File: src/rtl/tx_fifo_arbiter.sv
// Packet-level round-robin arbiter that shares one UART TX FIFO write port between two
// byte-stream requesters. A stall watchdog force-releases a lock held by a stuck requester.
module tx_fifo_arbiter #(
    parameter int DBITS   = 8,
    parameter int TIMEOUT = 255
) (
    input  logic             CLK_I,
    input  logic             RST_I,
    input  logic [1:0]       VALID_I,
    input  logic [DBITS-1:0] DATA0_I,
    input  logic [DBITS-1:0] DATA1_I,
    input  logic [1:0]       LAST_I,
    output logic [1:0]       READY_O,
    input  logic             FIFO_FULL_I,
    output logic             FIFO_WE_O,
    output logic [DBITS-1:0] FIFO_WDATA_O,
    output logic             BUSY_O,
    output logic             OWNER_O,
    output logic             ABORT_O,
    output logic             ABORT_ID_O
);
    localparam int CW = (TIMEOUT > 0) ? $clog2(TIMEOUT + 1) : 1;
    localparam logic [CW-1:0] WDOG_LAST = (TIMEOUT > 0) ? CW'(TIMEOUT - 1) : '0;

    localparam logic [1:0] ST_IDLE = 2'd0;
    localparam logic [1:0] ST_OWN0 = 2'd1;
    localparam logic [1:0] ST_OWN1 = 2'd2;

    logic [1:0]    state_q, state_d;
    logic          prio_q, prio_d;
    logic [CW-1:0] wdog_q, wdog_d;
    logic          abort_q, abort_d;
    logic          abort_id_q, abort_id_d;

    logic busy, owner, own_valid, own_last, xfer, stall, expire;

    // The unused encoding decodes as idle and falls back to ST_IDLE below.
    assign busy      = (state_q == ST_OWN0) || (state_q == ST_OWN1);
    assign owner     = (state_q == ST_OWN1);
    assign own_valid = owner ? VALID_I[1] : VALID_I[0];
    assign own_last  = owner ? LAST_I[1] : LAST_I[0];
    assign xfer      = busy && own_valid && !FIFO_FULL_I;
    assign stall     = busy && !own_valid && !FIFO_FULL_I;
    assign expire    = (TIMEOUT > 0) && stall && (wdog_q == WDOG_LAST);

    assign READY_O   = {busy && owner && !FIFO_FULL_I, busy && !owner && !FIFO_FULL_I};
    assign FIFO_WE_O = xfer;
    assign BUSY_O    = busy;
    assign OWNER_O   = owner;
    assign ABORT_O   = abort_q;
    assign ABORT_ID_O = abort_id_q;

    always_comb begin
        FIFO_WDATA_O = '0;
        case (state_q)
            ST_OWN0: FIFO_WDATA_O = DATA0_I;
            ST_OWN1: FIFO_WDATA_O = DATA1_I;
            default: FIFO_WDATA_O = '0;
        endcase
    end

    always_comb begin
        // NOTE: every next-state signal gets a default first so no path leaves it unassigned (no latch).
        state_d    = state_q;
        prio_d     = prio_q;
        wdog_d     = wdog_q;
        abort_d    = 1'b0;
        abort_id_d = abort_id_q;
        case (state_q)
            ST_IDLE: begin
                case (VALID_I)
                    2'b01:   state_d = ST_OWN0;
                    2'b10:   state_d = ST_OWN1;
                    2'b11:   state_d = prio_q ? ST_OWN1 : ST_OWN0;
                    default: state_d = ST_IDLE;
                endcase
            end
            ST_OWN0, ST_OWN1: begin
                if (xfer) begin
                    wdog_d = '0;
                    if (own_last) begin
                        state_d = ST_IDLE;
                        prio_d  = ~owner;
                    end
                end else if (expire) begin
                    state_d    = ST_IDLE;
                    abort_d    = 1'b1;
                    abort_id_d = owner;
                    prio_d     = ~owner;
                    wdog_d     = '0;
                end else if (stall && (TIMEOUT > 0)) begin
                    // FIFO backpressure never reaches here, so only requester stalls count.
                    wdog_d = wdog_q + CW'(1);
                end
            end
            default: state_d = ST_IDLE;
        endcase
    end

    // NOTE: sequential state uses non-blocking assignments so all registers update together.
    always_ff @(posedge CLK_I) begin
        if (RST_I) begin
            state_q    <= ST_IDLE;
            prio_q     <= 1'b0;
            wdog_q     <= '0;
            abort_q    <= 1'b0;
            abort_id_q <= 1'b0;
        end else begin
            state_q    <= state_d;
            prio_q     <= prio_d;
            wdog_q     <= wdog_d;
            abort_q    <= abort_d;
            abort_id_q <= abort_id_d;
        end
    end
endmodule
File: config.mk
export PLATFORM = sky130hd
export DESIGN_NAME = tx_fifo_arbiter
export DESIGN_NICKNAME = d
export VERILOG_FILES = /design/src/rtl/tx_fifo_arbiter.sv
export SDC_FILE = /design/constraint.sdc
export NUM_CORES = 1
export LEC_CHECK = 0
export BUFFER_PORTS_ARGS = -buffer_cell sky130_fd_sc_hd__buf_2
export CAP_MARGIN = 5
export CELL_PAD_IN_SITES_DETAIL_PLACEMENT = 1
export CELL_PAD_IN_SITES_GLOBAL_PLACEMENT = 2
export CORE_MARGIN = 1
export CORE_UTILIZATION = 26
export CTS_BUF_LIST = sky130_fd_sc_hd__clkbuf_2
export DETAILED_ROUTE_END_ITERATION = 6
export PLACE_DENSITY_LB_ADDON = 0.1
export SLEW_MARGIN = 20
export SYNTH_ARGS = -nofsm -noshare
export SYNTH_HDL_FRONTEND = slang
export SYNTH_SLANG_ARGS = --single-unit
File: constraint.sdc
create_clock -name CLK_I -period 2.8 [get_ports CLK_I]
set_clock_uncertainty 0.2 [all_clocks]
set_input_delay 0.14 -clock CLK_I [delete_from_list [all_inputs] [get_ports CLK_I]]
set_output_delay 0.14 -clock CLK_I [all_outputs]
set_load 0.005 [all_outputs]
==> flow_results.org <==
** Outcome
- The run finished with clean final reports.

** Worst setup path
- Of all nets on the critical path, the largest fanout is 8.
- Setup crit end kind :: flop
- The worst register-to-register path begins at state_q[0].
- Crit path required time :: 2.78 ns
- The largest individual stage delay along the critical path comes from the cell sky130_fd_sc_hd__or4_4.
- Reg2Reg Depth :: 6
- Critical path cell sequence :: inv_1 -> ha_1 -> mux2_4 -> or4_4 -> o21ai_0 -> mux2_2
- Grouping stages by cell kind, the critical path spends the most delay in multiplexers.
- In this run the register-to-register setup slack is 0.41 ns.
- Classification of the worst setup path :: reg -> reg
- Largest stage delay, worst path :: 0.60 ns
- CP Depth :: 6
- For the worst setup path, the data arrival time is 2.37 ns.
- Worst flop-to-flop path endpoint :: prio_q
- Counting both buffers and inverters, the worst setup path holds a total of 1.
- Startpoint type of the worst setup path :: flop
- The critical path ends at prio_q.
- Critical path launch point :: state_q[0]

** Placement
- The number of placed instances, taps included, is 181.
- Minimum setup slack after placement :: 0.408 ns
- Post-DP Area :: 1100 µm²
- Port buffering added 37 buffers.
- Weighted congestion reported at the end of routability-driven placement :: 0.711
- Detailed placement finished with a half-perimeter wire length of 1860 µm.

** Clock tree
- Root buffer cell :: sky130_fd_sc_hd__clkbuf_2
- Number of clock sinks seen by CTS :: 13
- No sink is reached through more buffers than the 2 on the longest clock path.
- In this run the number of H-tree levels came out at 1.
- Once the clock tree was built, the resizer swapped 0 gates to a different size.
- CTS tree :: done
- After clock tree synthesis, the clock-pin slew on the worst setup and hold paths is 0.13 ns.
- At the later pin of the worst-skew pair, clock insertion delay measures 0.27 ns.
- The number of clock buffers added by TritonCTS is 3.

** Logic synthesis
- Leading post-synthesis cells by cell area :: sky130_fd_sc_hd__dfxtp_1, sky130_fd_sc_hd__ha_1, sky130_fd_sc_hd__nor2b_1
- The netlist uses 34 different library cells.
- Synthesis inferred 13 register bits.
- Of the post-synthesis cell area, the dominant cell type holds 0.303.
- The synthesized netlist occupies a cell area of 858 µm².
- The Yosys step of the flow raised 0 warnings.
- Synth area leader :: sky130_fd_sc_hd__dfxtp_1
- For this run, the register share of the synthesized area comes to 0.303.
- Mapped Nets :: 130
- Average footprint of a synthesized cell :: 8.50 µm²
- In the synthesized netlist, the number of instances is 101.

** Final layout
- Of the cells placed in the final design, the portion with a size suffix greater than 1 is 0.345.
- Non-Filler Cell Area, Final :: 1130 µm²
- After the last flow step, the layout net total stands at 172.
- Most frequent cells in the layout :: sky130_fd_sc_hd__buf_2, sky130_fd_sc_hd__dfxtp_1, sky130_fd_sc_hd__nor2b_1
- Leaving out fill and tap cells, the most frequent cell in the layout is sky130_fd_sc_hd__buf_2.
- Layout Utilization :: 0.364
- N_diodes :: 0
- For this run, the number of standard cells in the final layout without fillers is 186.
- Counting the fill cells in the layout gives 419.
- Compared with the post-synthesis result, the final layout area differs by 31.5%.

** Power
- For this design the ratio of total power to cell area is 379 nW/µm².
- The design draws 427 µW.
- Internal :: 294 µW
- The worst-case IR drop observed on VDD is 152 µV.
- Net switching power figure :: 134 µW
- The share of total power dissipated in sequential elements is 0.467.
- Of the total power, the share spent switching nets is 0.313.
- Leakage dissipation :: 0.511 nW
- Combinational share of power :: 0.296
- Clock network power share :: 0.238

** STA
- Summed over all failing endpoints, the final setup total negative slack is 0 ns.
- Based on the critical path, the design can be clocked at up to 418 MHz.
- The final count of hold timing violations was 0.
- Setup repair after global routing missed its margin :: false
- Across all setup checks in the final design, the least slack found is 0.410 ns.
- Count of final setup violators :: 0
- At the pin with the least slew margin, the transition time is 0.334 ns.
- Of the available clock period, the critical path in the final layout requires 0.854.
- The max-slew violation total from the final report was 0.
- Hold WS :: 0.0270 ns
- Headroom to the max-slew limit came out at 0.778.
- Subtracting the final worst setup slack from the clock period gives 2.39 ns.

** GRT
- Most utilized layer in the global route result :: met2
- M2 GR Usage :: 0.270
- Met1 layer usage reported by global route :: 0.155
- Vias in the first global route :: 846
- Overflow left after global routing :: 0
- The initial antenna violation count is 0.
- Pin count of the biggest net entering global routing :: 14
- In the global route stage, overall resource usage came out at 0.144.
- Met3 layer usage reported by global route :: 0.0262
- First-pass GRT wire length :: 3750 µm

** Floorplanning
- The floorplan step set the die height to 59.5 µm.
- Placeable core area :: 3100 µm²
- Floorplan die area :: 3530 µm²
- The die is 59.5 µm wide.
- Placement Rows :: 20
- Number of primary I/O pins :: 38
- Starting utilization of the core area :: 0.277

** Run
- Max-cap violations in this run came to 0.

** Detailed routing
- Count of nets left with antenna violations after detail routing :: 0
- For this run, the detailed router's first-pass iteration total came to 2.
- After detailed routing, the number of vias per cell comes to 4.71.
- After detailed routing, the average wire length per cell comes to 12.7 µm.
- Number of design rule violations left after detail routing :: 0
- The routed design has 2360 µm of wire.
- The routed layout has 876 vias.
- Detailed Route Iter0 Violations :: 22

** Min path
- Type of the worst min-delay path :: in -> reg
## state kept, by name (all words and copies together) (netlist names)
name,count
prio_q,1
wdog_q,8
state_q,2
ABORT_ID_O,1
ABORT_O,1
## routing by layer
layer | vias to the layer above | wire (µm)
met4 | 0 | 28
met3 | 4 | 159
li1 | 437 | -
met5 | - | 0
met1 | 407 | 1010
met2 | 28 | 1160
## tightest hold or removal path, stage by stage
cell and delay, ns:
sky130_fd_sc_hd__buf_2 0.11, sky130_fd_sc_hd__a221o_1 0.17, sky130_fd_sc_hd__a21oi_2 0.05
## Yosys cell counts, drive strengths merged
cell and instances:
ha 6, nor3 2, o21ai 1, inv 7, nand2b 1, nor2 10, nand2 6, nor4 1
a21o 1, clkbuf 3, a22oi 8, mux2 2, o311a 1, mux2i 1, nor2b 12, nand3b 1
xnor2 4, xor2 2, a21boi 1, nand4b 2, a221o 1, dfxtp 13, nand3 3, nand4 1
or4 2, buf 1, o211ai 2, a21oi 3, a211oi 2, nor3b 1
## layout make-up
class                           count  area (µm²)  area share
Tap cell                           44        55.1      0.0488
Inverter                            7        26.3      0.0233
Timing Repair Buffer               41         218       0.193
Clock buffer                        4        20.0      0.0177
Multi-Input combinational cell     77         549       0.487
Sequential cell                    13         260       0.231
## cell families (layout without fill, tap and decap cells)
family | after synthesis | in the layout | share of synthesized area
AOI/OAI and AO/OA | 20 | 20 | 0.173
xor gates and xnor gates | 6 | 6 | 0.0612
adders and majority gates | 6 | 6 | 0.0875
buffers and inverters | 11 | 52 | 0.0569
DFF | 13 | 13 | 0.303
muxes | 3 | 3 | 0.0423
and+or+nand+nor | 42 | 42 | 0.276
## how the worst min path moves through the flow
| stage | startpoint | cells past startpoint | slack (ns) | to |
|---|---|---|---|---|
| after global placement | RST_I | 2 | 0.22 | state_q[0] |
| after CTS | VALID_I[1] | 3 | 0.01 | state_q[0] |
| after global routing | VALID_I[1] | 3 | 0.004 | state_q[0] |
| final | VALID_I[1] | 3 | 0.03 | state_q[0] |
| after detailed placement | RST_I | 2 | 0.22 | state_q[0] |
| after floorplan | RST_I | 1 | 0.002 | state_q[0] |
## power groups by stage
stage	Clock [mW]	Sequential [mW]	Combinational, mW
global placement	0	0.203	0.123
global route	0.113	0.201	0.143
floorplan	0	0.202	0.0743
CTS	0.108	0.200	0.129
detailed placement	0	0.204	0.127
finish	0.102	0.199	0.126
## what timing repair did
| item | CTS | global route |
|---|---|---|
| endpoints found under the hold margin | 5 | 0 |
| setup buffers | 0 | 0 |
| hold buffers | 1 | 0 |
No activity file was read; power rests on OpenSTA's default activity.
